`config.mk`:
```
export PLATFORM = sky130hd
export DESIGN_NAME = reimu_life_ctrl_flat
export DESIGN_NICKNAME = d
export VERILOG_FILES = /design/src/rtl/touhou_pkg.sv /design/src/rtl/reimu_life_ctrl_if.sv /design/src/rtl/reimu_life_ctrl_iframe_timer.sv /design/src/rtl/reimu_life_ctrl.sv /design/src/flat_wrapper.sv
export SDC_FILE = /design/constraint.sdc
export NUM_CORES = 1
export LEC_CHECK = 0
export BUFFER_PORTS_ARGS = -buffer_cell sky130_fd_sc_hd__buf_2
export CORE_MARGIN = 2
export CORE_UTILIZATION = 50
export CTS_BUF_LIST = sky130_fd_sc_hd__clkbuf_2
export DETAILED_ROUTE_END_ITERATION = 7
export PLACE_DENSITY_LB_ADDON = 0.05
export REMOVE_ABC_BUFFERS = 1
export SLEW_MARGIN = 20
export SYNTH_ARGS = -nofsm -noshare
export SYNTH_HDL_FRONTEND = slang
export SYNTH_SLANG_ARGS = --single-unit
```
`constraint.sdc`:
```
create_clock -name clk22 -period 2.61 [get_ports clk22]
set_input_delay 0.3915 -clock clk22 [delete_from_list [all_inputs] [get_ports clk22]]
set_output_delay 0.3915 -clock clk22 [all_outputs]
set_load 0.05 [all_outputs]
```
`src/rtl/touhou_pkg.sv`:
```
// Shared game-wide definitions for the player life controller and the renderer.
// No ports. Provides:
//   life_state_t      - life controller FSM states
//   LIVES_W           - width of the lives count
//   *_DEF constants   - default life and invulnerability timing values
//   lives_dec/inc     - non-wrapping lives arithmetic
package touhou_pkg;

    typedef enum logic [2:0] {
        IDLE,
        ALIVE,
        HIT,
        INVULN,
        DEAD
    } life_state_t;

    localparam int LIVES_W          = 3;
    localparam int LIVES_INIT_DEF   = 3;
    localparam int MAX_LIVES_DEF    = 5;
    localparam int IFRAME_TICKS_DEF = 48;
    localparam int BLINK_DIV_DEF    = 4;

    // Decrement that holds at zero so lives can never wrap to 7.
    function automatic logic [LIVES_W-1:0] lives_dec(input logic [LIVES_W-1:0] l);
        return (l == '0) ? '0 : l - LIVES_W'(1);
    endfunction

    // Increment that saturates at the given ceiling.
    function automatic logic [LIVES_W-1:0] lives_inc(input logic [LIVES_W-1:0] l,
                                                     input logic [LIVES_W-1:0] max_l);
        return (l >= max_l) ? max_l : l + LIVES_W'(1);
    endfunction

endpackage

```
`src/rtl/reimu_life_ctrl_if.sv`:
```
// Signal bundle between the game side (bullet stage, game FSM, score logic,
// renderer) and the player life controller.
//   start, shot, extend   : game side -> controller
//   lives, invincible,
//   blink, hit_pulse,
//   respawn, game_over    : controller -> game side
// Modports: master = game side, slave = reimu_life_ctrl.
// The extend signal only exists when LIFE_EXTEND_EN is defined.
interface reimu_life_ctrl_if;
    import touhou_pkg::*;

    logic               start;
    logic               shot;
`ifdef LIFE_EXTEND_EN
    logic               extend;
`endif
    logic [LIVES_W-1:0] lives;
    logic               invincible;
    logic               blink;
    logic               hit_pulse;
    logic               respawn;
    logic               game_over;

`ifdef LIFE_EXTEND_EN
    modport master (
        output start, shot, extend,
        input  lives, invincible, blink, hit_pulse, respawn, game_over
    );
    modport slave (
        input  start, shot, extend,
        output lives, invincible, blink, hit_pulse, respawn, game_over
    );
`else
    modport master (
        output start, shot,
        input  lives, invincible, blink, hit_pulse, respawn, game_over
    );
    modport slave (
        input  start, shot,
        output lives, invincible, blink, hit_pulse, respawn, game_over
    );
`endif

endinterface

```
`src/rtl/reimu_life_ctrl_iframe_timer.sv`:
```
// Loadable down-counter that times the invulnerability window.
//   clk22     in  game tick clock
//   rst       in  synchronous active-high reset, clears the count
//   load      in  load load_val on the next tick (wins over dec)
//   load_val  in  value to load
//   dec       in  count down by one, holding at zero
//   done      out count is zero
//   blink     out count bit TAP, the sprite-hide tap
// blink is a flop bit of the count, so it is a registered output, and it is
// zero whenever the counter has expired or been reset.
module iframe_timer #(
    parameter int WIDTH = 6,
    parameter int TAP   = 2
) (
    input  logic             clk22,
    input  logic             rst,
    input  logic             load,
    input  logic [WIDTH-1:0] load_val,
    input  logic             dec,
    output logic             done,
    output logic             blink
);

    logic [WIDTH-1:0] count;

    // Count register: load takes priority, decrement stops at zero.
    always_ff @(posedge clk22) begin
        if (rst) begin
            count <= '0;
        end else if (load) begin
            count <= load_val;
        end else if (dec && (count != '0)) begin
            count <= count - WIDTH'(1);
        end
    end

    assign done  = (count == '0);
    assign blink = count[TAP];

endmodule

```
`src/rtl/reimu_life_ctrl.sv`:
```
// Player life controller: owns the lives count, runs the post-hit
// invulnerability window with sprite blink, requests a respawn after each
// non-fatal hit and flags game over.
//   clk22  in   game tick clock
//   rst    in   synchronous active-high reset
//   bus    slave modport of reimu_life_ctrl_if
//            start (rising edge starts play from IDLE or DEAD), shot,
//            extend (LIFE_EXTEND_EN only), lives, invincible, blink,
//            hit_pulse, respawn, game_over
// Optional feature macro: LIFE_EXTEND_EN enables the extra-life input.
// All outputs come straight from flops.
module reimu_life_ctrl
    import touhou_pkg::*;
#(
    parameter int LIVES_INIT   = LIVES_INIT_DEF,
    parameter int MAX_LIVES    = MAX_LIVES_DEF,
    parameter int IFRAME_TICKS = IFRAME_TICKS_DEF,
    parameter int BLINK_DIV    = BLINK_DIV_DEF
) (
    input logic              clk22,
    input logic              rst,
    reimu_life_ctrl_if.slave bus
);

    // Timer must hold IFRAME_TICKS-1; the blink tap must sit inside it.
    localparam int TMR_W = $clog2(IFRAME_TICKS);
    localparam int TAP   = $clog2(BLINK_DIV);

    localparam logic [LIVES_W-1:0] INIT_L   = LIVES_W'(LIVES_INIT);
    localparam logic [LIVES_W-1:0] MAX_L    = LIVES_W'(MAX_LIVES);
    localparam logic [TMR_W-1:0]   TMR_LOAD = TMR_W'(IFRAME_TICKS - 1);

    life_state_t        state, state_nxt;
    logic [LIVES_W-1:0] lives, lives_nxt, net_lives;
    logic               game_over, game_over_nxt;
    logic               hit_pulse, hit_pulse_nxt;
    logic               respawn, respawn_nxt;
    logic               invincible, invincible_nxt;
    logic               start_q, start_rise;
    logic               ext;
    logic               tmr_load, tmr_dec, tmr_done, tmr_blink;

    assign start_rise = bus.start & ~start_q;

`ifdef LIFE_EXTEND_EN
    assign ext = bus.extend;
`else
    assign ext = 1'b0;
`endif

    iframe_timer #(
        .WIDTH (TMR_W),
        .TAP   (TAP)
    ) u_iframe_timer (
        .clk22    (clk22),
        .rst      (rst),
        .load     (tmr_load),
        .load_val (TMR_LOAD),
        .dec      (tmr_dec),
        .done     (tmr_done),
        .blink    (tmr_blink)
    );

    // State, lives, output flags and the start edge detector.
    always_ff @(posedge clk22) begin
        if (rst) begin
            state      <= IDLE;
            lives      <= INIT_L;
            game_over  <= 1'b0;
            hit_pulse  <= 1'b0;
            respawn    <= 1'b0;
            invincible <= 1'b0;
            start_q    <= 1'b0;
        end else begin
            state      <= state_nxt;
            lives      <= lives_nxt;
            game_over  <= game_over_nxt;
            hit_pulse  <= hit_pulse_nxt;
            respawn    <= respawn_nxt;
            invincible <= invincible_nxt;
            start_q    <= bus.start;
        end
    end

    // Next-state logic. Output flags are computed for the state being
    // entered so that the registered outputs line up with that state.
    always_comb begin
        state_nxt      = state;
        lives_nxt      = lives;
        game_over_nxt  = game_over;
        hit_pulse_nxt  = 1'b0;
        respawn_nxt    = 1'b0;
        invincible_nxt = 1'b0;
        tmr_load       = 1'b0;
        tmr_dec        = 1'b0;

        // A shot and an extra life on the same tick net out; death is
        // decided on this combined value, decrement first then saturate.
        net_lives = lives_dec(lives);
        if (ext) begin
            net_lives = lives_inc(net_lives, MAX_L);
        end

        case (state)
            IDLE: begin
                if (start_rise) begin
                    state_nxt = ALIVE;
                    lives_nxt = INIT_L;
                end
            end

            ALIVE: begin
                if (bus.shot) begin
                    lives_nxt = net_lives;
                    if (net_lives == '0) begin
                        state_nxt     = DEAD;
                        game_over_nxt = 1'b1;
                    end else begin
                        state_nxt      = HIT;
                        hit_pulse_nxt  = 1'b1;
                        respawn_nxt    = 1'b1;
                        invincible_nxt = 1'b1;
                    end
                end else if (ext) begin
                    lives_nxt = lives_inc(lives, MAX_L);
                end
            end

            HIT: begin
                state_nxt      = INVULN;
                tmr_load       = 1'b1;
                invincible_nxt = 1'b1;
                if (ext) begin
                    lives_nxt = lives_inc(lives, MAX_L);
                end
            end

            INVULN: begin
                if (ext) begin
                    lives_nxt = lives_inc(lives, MAX_L);
                end
                if (tmr_done) begin
                    state_nxt = ALIVE;
                end else begin
                    tmr_dec        = 1'b1;
                    invincible_nxt = 1'b1;
                end
            end

            DEAD: begin
                lives_nxt     = '0;
                game_over_nxt = 1'b1;
                if (start_rise) begin
                    state_nxt     = ALIVE;
                    lives_nxt     = INIT_L;
                    game_over_nxt = 1'b0;
                end
            end

            default: begin
                state_nxt = IDLE;
            end
        endcase
    end

    assign bus.lives      = lives;
    assign bus.game_over  = game_over;
    assign bus.hit_pulse  = hit_pulse;
    assign bus.respawn    = respawn;
    assign bus.invincible = invincible;
    assign bus.blink      = tmr_blink;

endmodule
```
`src/flat_wrapper.sv`:
```
// flat-port wrapper written by rule: the top's interface ports become plain ports
module reimu_life_ctrl_flat import touhou_pkg::*;
#(
    parameter int LIVES_INIT   = LIVES_INIT_DEF,
    parameter int MAX_LIVES    = MAX_LIVES_DEF,
    parameter int IFRAME_TICKS = IFRAME_TICKS_DEF,
    parameter int BLINK_DIV    = BLINK_DIV_DEF
)
  (clk22, rst, bus_start, bus_shot, bus_lives, bus_invincible, bus_blink, bus_hit_pulse, bus_respawn, bus_game_over);
  reimu_life_ctrl_if bus_i ();
  input logic clk22;
  input logic rst;
  input wire logic [$bits(bus_i.start)-1:0] bus_start;
  input wire logic [$bits(bus_i.shot)-1:0] bus_shot;
  output wire logic [$bits(bus_i.lives)-1:0] bus_lives;
  output wire logic [$bits(bus_i.invincible)-1:0] bus_invincible;
  output wire logic [$bits(bus_i.blink)-1:0] bus_blink;
  output wire logic [$bits(bus_i.hit_pulse)-1:0] bus_hit_pulse;
  output wire logic [$bits(bus_i.respawn)-1:0] bus_respawn;
  output wire logic [$bits(bus_i.game_over)-1:0] bus_game_over;
  assign bus_i.start = bus_start;
  assign bus_i.shot = bus_shot;
  assign bus_lives = bus_i.lives;
  assign bus_invincible = bus_i.invincible;
  assign bus_blink = bus_i.blink;
  assign bus_hit_pulse = bus_i.hit_pulse;
  assign bus_respawn = bus_i.respawn;
  assign bus_game_over = bus_i.game_over;
  reimu_life_ctrl #(.LIVES_INIT(LIVES_INIT), .MAX_LIVES(MAX_LIVES), .IFRAME_TICKS(IFRAME_TICKS), .BLINK_DIV(BLINK_DIV)) u_core (.clk22(clk22), .rst(rst), .bus(bus_i));
endmodule
```
* After elaboration in Yosys (flattened, before gate mapping)
Cells that the tools add are included.
** Storage, ports and cells
- Flip-flop bits (word level) :: 16
- Output and inout bits :: 8
- Logic and storage cells :: 59
** Cells by class
- Add/sub/neg operators :: 2
- Equality and inequality tests :: 9
- Mux-type cells :: 22
- Bitwise gates (word level) :: 3
- Reductions and logical operators :: 15
** Operator list (count)
- 3-bit 2-to-1 mux :: 7
- 6-bit 2-to-1 mux :: 2
- 3-bit case mux with 4 select lines :: 1
- 3-bit logical NOT :: 3
- 3-bit case mux with 3 select lines :: 1
- 3-bit AND reduction :: 3
- 1-bit 2-to-1 mux :: 8
- 2-bit by 1-bit != test with 1-bit output (second input constant) :: 4
- 3-bit by 2-bit == test with 1-bit output (second input constant) :: 2
- 6-bit logical NOT :: 1
- 6-bit nonzero test :: 1
- 2-bit OR reduction :: 3
- 6-bit by 1-bit subtractor with 6-bit output (second input constant) :: 1
- 2-bit nonzero test :: 2
- 3-bit by 1-bit == test with 1-bit output (second input constant) :: 1
- 3-bit == test (second input constant) :: 1
- 1-bit case mux with 3 select lines :: 1
- 3-bit nonzero test :: 1
- 3-bit by 1-bit subtractor with 3-bit output (second input constant) :: 1
- 2-bit 2-to-1 mux :: 1
- 2-bit != test (second input constant) :: 1
- 1-bit inverter :: 2
- 1-bit case mux with 2 select lines :: 1
- 1-bit AND :: 1
- 1-bit logical AND :: 1

* Longest topological paths before layout
- Depth in word-level cells :: 6
- Gate-level depth with buffers :: 7

* Modules after synthesis
A second synthesis with hierarchy kept.
** Second synthesis, totals
- Cell total of the unflattened synthesis :: 105
- Area, all modules :: 903.4 um^2
** Modules (own cells, without submodules)
- reimu_life_ctrl :: instances 1, cells each 63, area each 531.8 um^2, seq. area each 200.2 um^2
- iframe_timer :: instances 1, cells each 42, area each 371.6 um^2, seq. area each 120.1 um^2

* Worst setup path before layout
Ideal clock, no wire load.
- Path type :: register to register
- Start :: register u_core.lives[0], in the netlist u_core.bus.lives[0]
- End :: register u_core.game_over, in the netlist u_core.bus.game_over
- Data arrival time :: 1.702 ns
- Required time :: 2.474 ns
- Setup slack :: 0.772 ns
- Cell stages (with the launch flop) :: 8
- Period minus slack after synthesis :: 1.838 ns
- Cells stage by stage :: dfxtp_1 -> inv_1 -> ha_1 -> ha_1 -> a21oi_1 -> nor2_1 -> a221oi_1 -> a311oi_1
** Between the ends
- Word-level cells in the longest chain between the ends :: 5
- Elaborated cells between the ends (all ways) :: 6
** RTL lines
- start, declared :: RTL line reimu_life_ctrl.sv:34 : logic [LIVES_W-1:0] lives, lives_nxt, net_lives;
- start signal, assigned :: RTL line reimu_life_ctrl.sv:76 : lives <= lives_nxt;
- 3-bit by 1-bit subtractor with 3-bit output or 3-bit logical NOT (tied branches) :: RTL line touhou_pkg.sv:25 : return (l == '0) ? '0 : l - LIVES_W'(1);
- 3-bit 2-to-1 mux (*) :: RTL line touhou_pkg.sv:25
- 3-bit logical NOT (*) :: RTL line reimu_life_ctrl.sv:115 : if (net_lives == '0) begin
- 2-bit by 1-bit != test with 1-bit output (no source line) (*)
- 3-bit AND reduction (no source line) (*)
- end signal, assigned :: RTL line reimu_life_ctrl.sv:77 : game_over <= game_over_nxt;
- end, declared :: RTL line reimu_life_ctrl.sv:35 : logic game_over, game_over_nxt;
Mark *: on every way between the ends. The rest lies on a longest branch, timed or not.
A chain may end at the register's enable or synchronous reset.

* Worst setup path after layout
Ends and elaborated chain as after synthesis.

==> flow_summary.yaml <==
power:
  vdd_drop_max_mv: 0.305
  p_leak_nw: 0.372
  p_per_area_nw_per_um2: 579
final_layout:
  antenna_cells: 0
  layout_common_cells: "dfxtp_1, nor2_1, buf_2"
  syn_to_final_growth_pct: 4.90
  final_util_pct: 57.4
  nets: 116
  final_common_cell: "dfxtp_1"
  drive_gt1_share_pct: 15.9
timing:
  layout_min_cycle_time_ns: 1.58
  rsz0062_at_grt: "false"
  fin_crit_sh_pct: 60.7
  tightest_slew_ns: 0.483
  slew_violations: 0
  max-slew-margin-rel_pct: 67.7
  fin_ws_ns: 1.03
  fin_setup_tns_ns: 0
  hold_viol_final: 0
  fmax_ghz: 0.631
  setup_viol: 0
  fin_skew_ns: 0.00871
synthesis:
  yosys.area_share.simple_pct: 26.0
  synth-compound-area-share_pct: 19.6
  synth_mux_area_share_pct: 1.19
  synth-edff-count: 0
  synth_warnings: 0
  synth_top_family_by_area: "simple AND/OR/NAND/NOR gates"
  synth_seq_cells: 16
  synth_top_flop_cell: "dfxtp_1"
  netlist_area_um2: 843
  ys_seq_area_share_pct: 38.0
  syn_area_per_cell_um2: 8.61
  synth_area_leaders: "dfxtp_1, ha_1, a21oi_1"
  synth.distinct_cells: 32
  synthXorXnorAreaFrac_pct: 0
  async_reset_ff_share_pct: 0
  yosys.area.top_type: "dfxtp_1"
  synthAdderAreaFrac_pct: 5.93
  yosysTopAreaCellShare_pct: 38.0
  syn_inst: 98
clocking:
  cts_num_sinks: 16
  cts.reportedPaths.clkPinSlew_ns: 0.15
  cts_max_path_buffers: 2
  clock_latency_ns: 0.28
  cts_setup_buffers: 0
  numCtsBuffers: 3
  clockRootBuffer: "clkbuf_2"
  cts_tree: "yes"
  holdBufCountCts: 0
  cts_resized: 0
  htree_levels: 1
global_route:
  grt_usage_pct: 17.6
  grt_overflow: 0
  grt_pass1_wl_um: 2560
  antenna_found_initial: 0
  first_global_vias: 624
  grt_max_degree: 18
detailed_routing:
  wirelength_um: 1530
  vias: 701
  drc: 0
  wl_per_cell_um: 12.5
  detail_route.first_pass.iterations: 4
  antenna_left: 0
  drt_iter0_drc: 12
  vias_per_cell: 5.70
hold_path:
  hold_path.class: "primary input to flip-flop"
floorplan:
  die_h_um: 45.1
  start_util_pct: 54.7
  coreArea_um2: 1540
  io_pins: 12
  die_w_um: 45.1
  dieArea_um2: 2030
  rows: 14
critical_path:
  cp-end-kind: "flip-flop"
  start_kind: "flip-flop"
  cp.required_ns: 2.78
  path_max_fanout: 5
  path_class: "flip-flop to flip-flop"
  arrival_ns: 1.76
run_status:
  outcome: "finished, final reports clean"
place:
  io_buffers: 11
  place_hpwl_um: 1180
  place_congestion: 0.835
  dpl_worst_slack_ns: 1.02
job:
  cap_violations: 0
layer usage:
metal | GRT usage (%) | vias up | part of all wire [%]
met5 | 0 | - | 0
met4 | 8.82 | 0 | 0.59
met3 | 4.00 | 2 | 2.9
met2 | 29.7 | 10 | 50
met1 | 20.9 | 322 | 47
li1 | - | 367 | -
final timing paths:
check                                                            startpoint                                           to  slack (ns)  cells after the start
worst min-delay path                                              bus_start                    u_core.start_q$_SDFF_PP0_        0.33                      2
worst max-delay path                       u_core.bus.lives[0]$_SDFFE_PP1P_            u_core.bus.game_over$_SDFFE_PP0P_        1.03                      7
worst max register to register             u_core.bus.lives[0]$_SDFFE_PP1P_            u_core.bus.game_over$_SDFFE_PP0P_        1.03                      7
worst min register to register  u_core.u_iframe_timer.count[5]$_SDFFE_PP0P_  u_core.u_iframe_timer.count[5]$_SDFFE_PP0P_        0.52                      2
flip-flops by register name, summed over array words and instances, names as in the netlist:
register and count:
u_core.state 3, u_core.start_q 1, u_core.bus.invincible 1, u_core.bus.lives 3, u_core.bus.game_over 1, u_core.u_iframe_timer.count 6, u_core.bus.hit_pulse 1
power by group:
part	total (mW)	internal, mW	switching [mW]
combinational	0.125	0.0450	0.0799
clock	0.108	0.0333	0.0746
sequential	0.280	0.260	0.0191
critical path, cell delays in order, from the launching register on:
cell      delay [ns]
dfxtp_1         0.41
inv_1           0.07
ha_1            0.21
ha_1            0.21
a21oi_1         0.15
nor2_1          0.08
a221oi_1        0.29
a311oi_1        0.08
through the flow:
| step | area (µm²) | hold slack [ns] | instances | total power, mW |
|---|---|---|---|---|
| after global placement | 866 | 0.492 | 119 | 0.408 |
| after global routing | 885 | 0.310 | 123 | 0.549 |
| after CTS | 885 | 0.317 | 123 | 0.522 |
| final | 885 | 0.333 | 123 | 0.512 |
| after detailed placement | 866 | 0.499 | 119 | 0.410 |
| after floorplan | 791 | 0.461 | 92 | 0.379 |
cell families after synthesis:
kind of cell | Yosys count
AOI/OAI and AO/OA | 24
adders and majority gates | 4
buffers and inverters | 13
DFF | 16
muxes | 1
and+or+nand+nor | 40
cells in the mapped netlist, types with 2 or more instances:
cell       count
a21oi_1        9
o32a_1         2
nor3_1         3
o21ai_0        4
ha_1           4
nor2b_1        3
nor2_1        12
nor4_1         2
nand4b_1       2
a211oi_1       2
nand3_1        4
nand2_1        5
inv_1          7
a2bb2oi_1      2
buf_6          3
buf_4          2
dfxtp_1       16
nand2b_1       2
final cells by class:
class | instances | area [µm²]
Tap cell | 16 | 20.0
Timing Repair Buffer | 11 | 55.1
Inverter | 7 | 26.3
Clock inverter | 1 | 3.75
Clock buffer | 3 | 15.0
Fill cell | 156 | 657
Sequential cell | 16 | 320
Multi-Input combinational cell | 69 | 444
No activity file was read; power rests on OpenSTA's default activity.
